`src/rtl/quadrature_step_decoder.sv`:
```
// Purpose : quadrature encoder front end; sync + debounce enc_a/enc_b, decode Gray steps into step/A_D/error.
// Latency : SYNC_STAGES+DEBOUNCE_CYCLES+1 clk posedges from an enc edge to step/error (7 with defaults).
// Backpressure: none; free-running pulse outputs, the counter must consume step on the cycle it is high.
//
// Ports:
//   clk    in   system clock, all logic on posedge
//   reset  in   synchronous, active-high reset
//   enc_a  in   encoder channel A (asynchronous, bouncy)
//   enc_b  in   encoder channel B (asynchronous, bouncy)
//   step   out  registered 1-cycle pulse per accepted step
//   A_D    out  direction level, 1 = up (CW), 0 = down (CCW); only changes with step
//   error  out  registered 1-cycle pulse when both filtered bits change together
//   state  out  filtered {A,B} Gray state
//
// Build option: define QUAD_X4_EN for x4 decoding (a step on every valid transition).
// Default (undefined) is x1 decoding: a step only on entering 00.
module quadrature_step_decoder #(
  parameter int SYNC_STAGES     = 2,
  parameter int DEBOUNCE_CYCLES = 4
) (
  input  logic       clk,
  input  logic       reset,
  input  logic       enc_a,
  input  logic       enc_b,
  output logic       step,
  output logic       A_D,
  output logic       error,
  output logic [1:0] state
);

  localparam int DBC_BITS      = $clog2(DEBOUNCE_CYCLES + 1);
  localparam int SETTLE_CYCLES = SYNC_STAGES + DEBOUNCE_CYCLES + 1;
  localparam int SETTLE_BITS   = $clog2(SETTLE_CYCLES + 1);

  typedef enum logic [1:0] {
    TR_NONE,
    TR_UP,
    TR_DOWN,
    TR_ILLEGAL
  } trans_t;

  // Bit 1 carries channel A, bit 0 channel B, so {A,B} vectors line up with state.
  logic [SYNC_STAGES-1:0]     sync_a_q;
  logic [SYNC_STAGES-1:0]     sync_b_q;
  logic [1:0]                 sync_ab;
  logic [1:0][DBC_BITS-1:0]   dbc_cnt;
  logic [1:0]                 filt;
  logic [1:0]                 prev;
  logic [SETTLE_BITS-1:0]     settle_cnt;

  trans_t                     trans;
  logic                       step_d;
  logic                       error_d;
  logic                       ad_d;

  assign sync_ab = {sync_a_q[SYNC_STAGES-1], sync_b_q[SYNC_STAGES-1]};
  assign state   = filt;

  // Metastability chains; enc_x enters at bit 0 and exits at the top bit.
  always_ff @(posedge clk) begin
    if (reset) begin
      sync_a_q <= '0;
      sync_b_q <= '0;
    end else begin
      sync_a_q <= {sync_a_q[SYNC_STAGES-2:0], enc_a};
      sync_b_q <= {sync_b_q[SYNC_STAGES-2:0], enc_b};
    end
  end

  // Per-channel debounce. The counter tracks how many consecutive cycles the
  // synced value has disagreed with the filtered one; the filter flips on the
  // DEBOUNCE_CYCLES-th disagreeing cycle. Any agreeing cycle restarts the count.
  always_ff @(posedge clk) begin
    if (reset) begin
      dbc_cnt <= '0;
      filt    <= 2'b00;
    end else begin
      for (int i = 0; i < 2; i++) begin
        if (sync_ab[i] == filt[i]) begin
          dbc_cnt[i] <= '0;
        end else if (dbc_cnt[i] == DBC_BITS'(DEBOUNCE_CYCLES - 1)) begin
          filt[i]    <= sync_ab[i];
          dbc_cnt[i] <= '0;
        end else begin
          dbc_cnt[i] <= dbc_cnt[i] + DBC_BITS'(1);
        end
      end
    end
  end

  // Classify the filtered transition. CW order is 00->01->11->10->00; any other
  // single-bit change is the reverse (CCW) direction.
  always_comb begin
    trans = TR_NONE;
    if (filt != prev) begin
      if (filt == ~prev) begin
        trans = TR_ILLEGAL;
      end else begin
        unique case ({prev, filt})
          4'b00_01, 4'b01_11, 4'b11_10, 4'b10_00: trans = TR_UP;
          default:                                trans = TR_DOWN;
        endcase
      end
    end
  end

  always_comb begin
    step_d  = 1'b0;
    error_d = 1'b0;
    ad_d    = A_D;

    unique case (trans)
`ifdef QUAD_X4_EN
      TR_UP: begin
        step_d = 1'b1;
        ad_d   = 1'b1;
      end
      TR_DOWN: begin
        step_d = 1'b1;
        ad_d   = 1'b0;
      end
`else
      // x1: one step per detent, emitted on arrival at 00. Arriving from 10
      // is the CW direction, arriving from 01 the CCW direction.
      TR_UP: begin
        if (filt == 2'b00) begin
          step_d = 1'b1;
          ad_d   = 1'b1;
        end
      end
      TR_DOWN: begin
        if (filt == 2'b00) begin
          step_d = 1'b1;
          ad_d   = 1'b0;
        end
      end
`endif
      TR_ILLEGAL: error_d = 1'b1;
      default: ;
    endcase

    // Settle window: a resting non-zero encoder position flows through the
    // filters right after reset; swallow whatever that decodes to.
    if (settle_cnt != '0) begin
      step_d  = 1'b0;
      error_d = 1'b0;
      ad_d    = A_D;
    end
  end

  always_ff @(posedge clk) begin
    if (reset) begin
      prev       <= 2'b00;
      step       <= 1'b0;
      error      <= 1'b0;
      A_D        <= 1'b1;
      settle_cnt <= SETTLE_BITS'(SETTLE_CYCLES);
    end else begin
      prev  <= filt;
      step  <= step_d;
      error <= error_d;
      A_D   <= ad_d;
      if (settle_cnt != '0) begin
        settle_cnt <= settle_cnt - SETTLE_BITS'(1);
      end
    end
  end

endmodule
```
`config.mk`:
```
export PLATFORM = sky130hd
export DESIGN_NAME = quadrature_step_decoder
export DESIGN_NICKNAME = d
export VERILOG_FILES = /design/src/rtl/quadrature_step_decoder.sv
export SDC_FILE = /design/constraint.sdc
export NUM_CORES = 1
export LEC_CHECK = 0
export BUFFER_PORTS_ARGS = -buffer_cell sky130_fd_sc_hd__buf_2
export CORE_UTILIZATION = 49
export CTS_CLUSTER_DIAMETER = 80
export DETAILED_ROUTE_END_ITERATION = 10
export GPL_TIMING_DRIVEN = 0
export PLACE_DENSITY = 0.7
export SLEW_MARGIN = 20
export SYNTH_ARGS = -nofsm -noshare
export SYNTH_HDL_FRONTEND = slang
export SYNTH_SLANG_ARGS = --single-unit
export TNS_END_PERCENT = 10
```
`constraint.sdc`:
```
create_clock -name clk -period 1.9 [get_ports clk]
set_clock_uncertainty 0.15 [all_clocks]
set_input_delay 0.38 -clock clk [delete_from_list [all_inputs] [get_ports clk]]
set_output_delay 0.38 -clock clk [all_outputs]
set_load 0.05 [all_outputs]
```
==> metrics <==
status=completed; global-route usage over all layers=between 15 and 20%; final wirelength=1250 um; grt met3 use=under 10%; die area=roughly 2000 um2; final instance area=1010 um2; drt pass-1 iters=4; Initial Util=a little under three fifths; Setup CP Type=reg2reg; clk buf depth=2; largest cells by area after synthesis=dfxtp_1 (46%), ha_1 (13%), nor2b_1 (5.0%), mux2i_1 (4.6%), nor2_2 (4.3%); CP delay by family, top=simple AND/OR/NAND/NOR gates; Die X-Extent=between 40 and 50 um; most frequent cells in the layout=dfxtp_1 (18), buf_2 (10), ha_1 (9); largest net degree at the start of global routing=14; I/O Buffers=8; minimum clock period=approximately 1.8 ns; Max Cap Violations=0; IO Pins=9; H-tree depth=1; gpl congestion=about 0.8; Final ANT Viol Nets=0; Syn Nets=99; crit path DAT=roughly 1.9 ns; CTS Sinks=20; Vias=601; area leader, netlist=dfxtp_1; Slew @ Worst Pin=approximately 0.26 ns; First DRT Iteration DRCs=7; top-area cell type share of the netlist area=~46%; delay of the slowest critical-path stage=roughly 0.37 ns; most common cell after layout, fill and taps aside=dfxtp_1; TritonCTS buffer count=3; Buf/Inv on CP=1; CP Capture Type=flip-flop; WL/cell=roughly 10 um; max_slew headroom=82.7%; register area=a little over 400 um2; CP Cell Sequence=buf_4 -> o211ai_1 -> o21a_1 -> ha_1 -> nor3b_2 -> nor4b_2; Post-CTS Hold Buffers=0; reg2reg setup slack=roughly 0.067 ns; Via density=a little under 5; Root Driver=clkbuf_4; multi-input logic area=around 440 um2; vias in the first global route=about 510; fill count=around 150; RSZ-0062 raised after global routing=yes; Max stage delay cell, worst path=dfxtp_2; Synth Warn #=0; CP Max Fanout=10; grt total ovfl=0; initial antenna violation count=0; Pleak=0.000425 uW; Worst-Skew Late Latency=0.29 ns; fin nets=115; CP required=about 2 ns; Cells after Synth=86; std cell rows=14; Max VDD drop=between 0.4 and 0.5 mV; CORE AREA=1590 um2; DRC viols=0; met2 Use GR=between 20% and 30%; hold crit path type=in2reg; max frequency=between 500 and 600 MHz; crit path launch=state[1]; share of cells above drive strength 1=a little under a third; synthesized flop and latch total=20; Ant. Diodes=0; Place WS=-0.00881 ns; CTS tree=built; sequential cell area fraction in the yosys report=a little under half; first-pass GRT wire length=2050 um; PD cells=664 nW/um2; Layout area overhead=15.4%; min-delay src=enc_a; Die Ht=44.4 um; library cells used by synthesis=27; Max Slew Vio Count=0; post-DP HPWL=853 um; Startpoint Class=flip-flop; syn avg cell area=between 10 and 15 um2; Final period util=around 96%; Final WS setup=approximately 0.067 ns; global routing's busiest layer=met2; clock slew seen by the registers of the worst setup and hold paths=~0.11 ns; final setup violation count=0; final hold violation count=0; Synth Cell Area=about 880 um2; met1 usage=17.6%; reg2reg start=state[1]; Placed Instance Area=~960 um2
worst paths after layout:
path	to	depth (start not counted)
worst max-delay path	step	6
worst min-delay path	sync_a_q[0]	2
worst max register to register	step	6
worst min register to register	dbc_cnt[3]	1
flip-flops by register name, summed over array words and instances (netlist names):
register	count
dbc_cnt	6
settle_cnt	3
prev	2
sync_b_q	2
step	1
error	1
A_D	1
state	2
sync_a_q	2
worst reg2reg max path: cells and delay by family (launching register included):
| kind | cells | cell delay [ns] |
|---|---|---|
| simple gates | 2 | 0.49 |
| compound gates | 2 | 0.28 |
| flops | 1 | 0.37 |
| buf+inv | 1 | 0.17 |
| fa+ha+maj | 1 | 0.30 |
layer usage:
layer | vias to the layer above | part of all wire (%)
met3 | 4 | 2.5
li1 | 314 | -
met2 | 8 | 46
met5 | - | 0
met4 | 0 | 3.4
met1 | 275 | 48
cell families (layout without fill, tap and decap cells):
logic type | after synthesis | in the layout | share of synthesized area, %
DFF | 20 | 20 | 45.5
and+or+nand+nor | 27 | 27 | 19.9
muxes | 4 | 4 | 4.55
AOI/OAI and AO/OA | 12 | 12 | 8.82
xor gates and xnor gates | 3 | 3 | 2.99
buffers and inverters | 11 | 26 | 5.41
adders and majority gates | 9 | 9 | 12.8
cell usage after synthesis:
library cell   n
nor4_1         1
nor4b_1        1
xnor2_1        3
o211ai_1       1
ha_1           9
o21a_1         2
nor2b_1        7
inv_1          8
a21oi_1        1
nor3b_1        2
nor2_1         3
or2b_2         1
a211oi_1       2
o21ai_0        2
dfxtp_1       20
or2_2          1
mux2i_1        4
nor2_2         6
buf_2          2
nand2b_1       1
o21ai_1        2
nand2_1        1
buf_4          1
a21o_1         1
or3_4          2
nor3_1         1
o31ai_1        1
report_power, final:
group	internal (uW)	switching (uW)	total (uW)
registers	428	5.25	434
clock network	81.8	123	205
logic	17.2	17.7	34.8
total	527	146	673
stage by stage:
| step | power [uW] | hold slack, ns | instances | TNS, ns | util (%) |
|---|---|---|---|---|---|
| 3_5_place_dp | 478 | 0.276 | 118 | -0.00881 | 60.4 |
| 3_3_place_gp | 477 | 0.268 | 118 | -0.0182 | 60.4 |
| 6_report | 673 | 0.134 | 125 | 0 | 63.7 |
| 2_1_floorplan | 468 | 0.259 | 86 | 0 | - |
| 5_1_grt | 705 | 0.133 | 125 | -0.0904 | 63.7 |
| 4_1_cts | 685 | 0.128 | 121 | 0 | 61.8 |
cell type report:
class | instances | area share (%)
Inverter | 8 | 2.96
Tap cell | 24 | 2.96
Buffer | 2 | 1.23
Timing Repair Buffer | 12 | 6.66
Multi-Input combinational cell | 55 | 43.6
Sequential cell | 20 | 40.0
Clock buffer | 4 | 2.59
timing repair:
action / 4_1_cts / 5_1_grt
setup endpoints to repair: 2 / 2
pin swaps: 1 / 1
setup buffers: 0 / 4
resized for setup: 2 / 2
(Power assumes the default switching activity.)
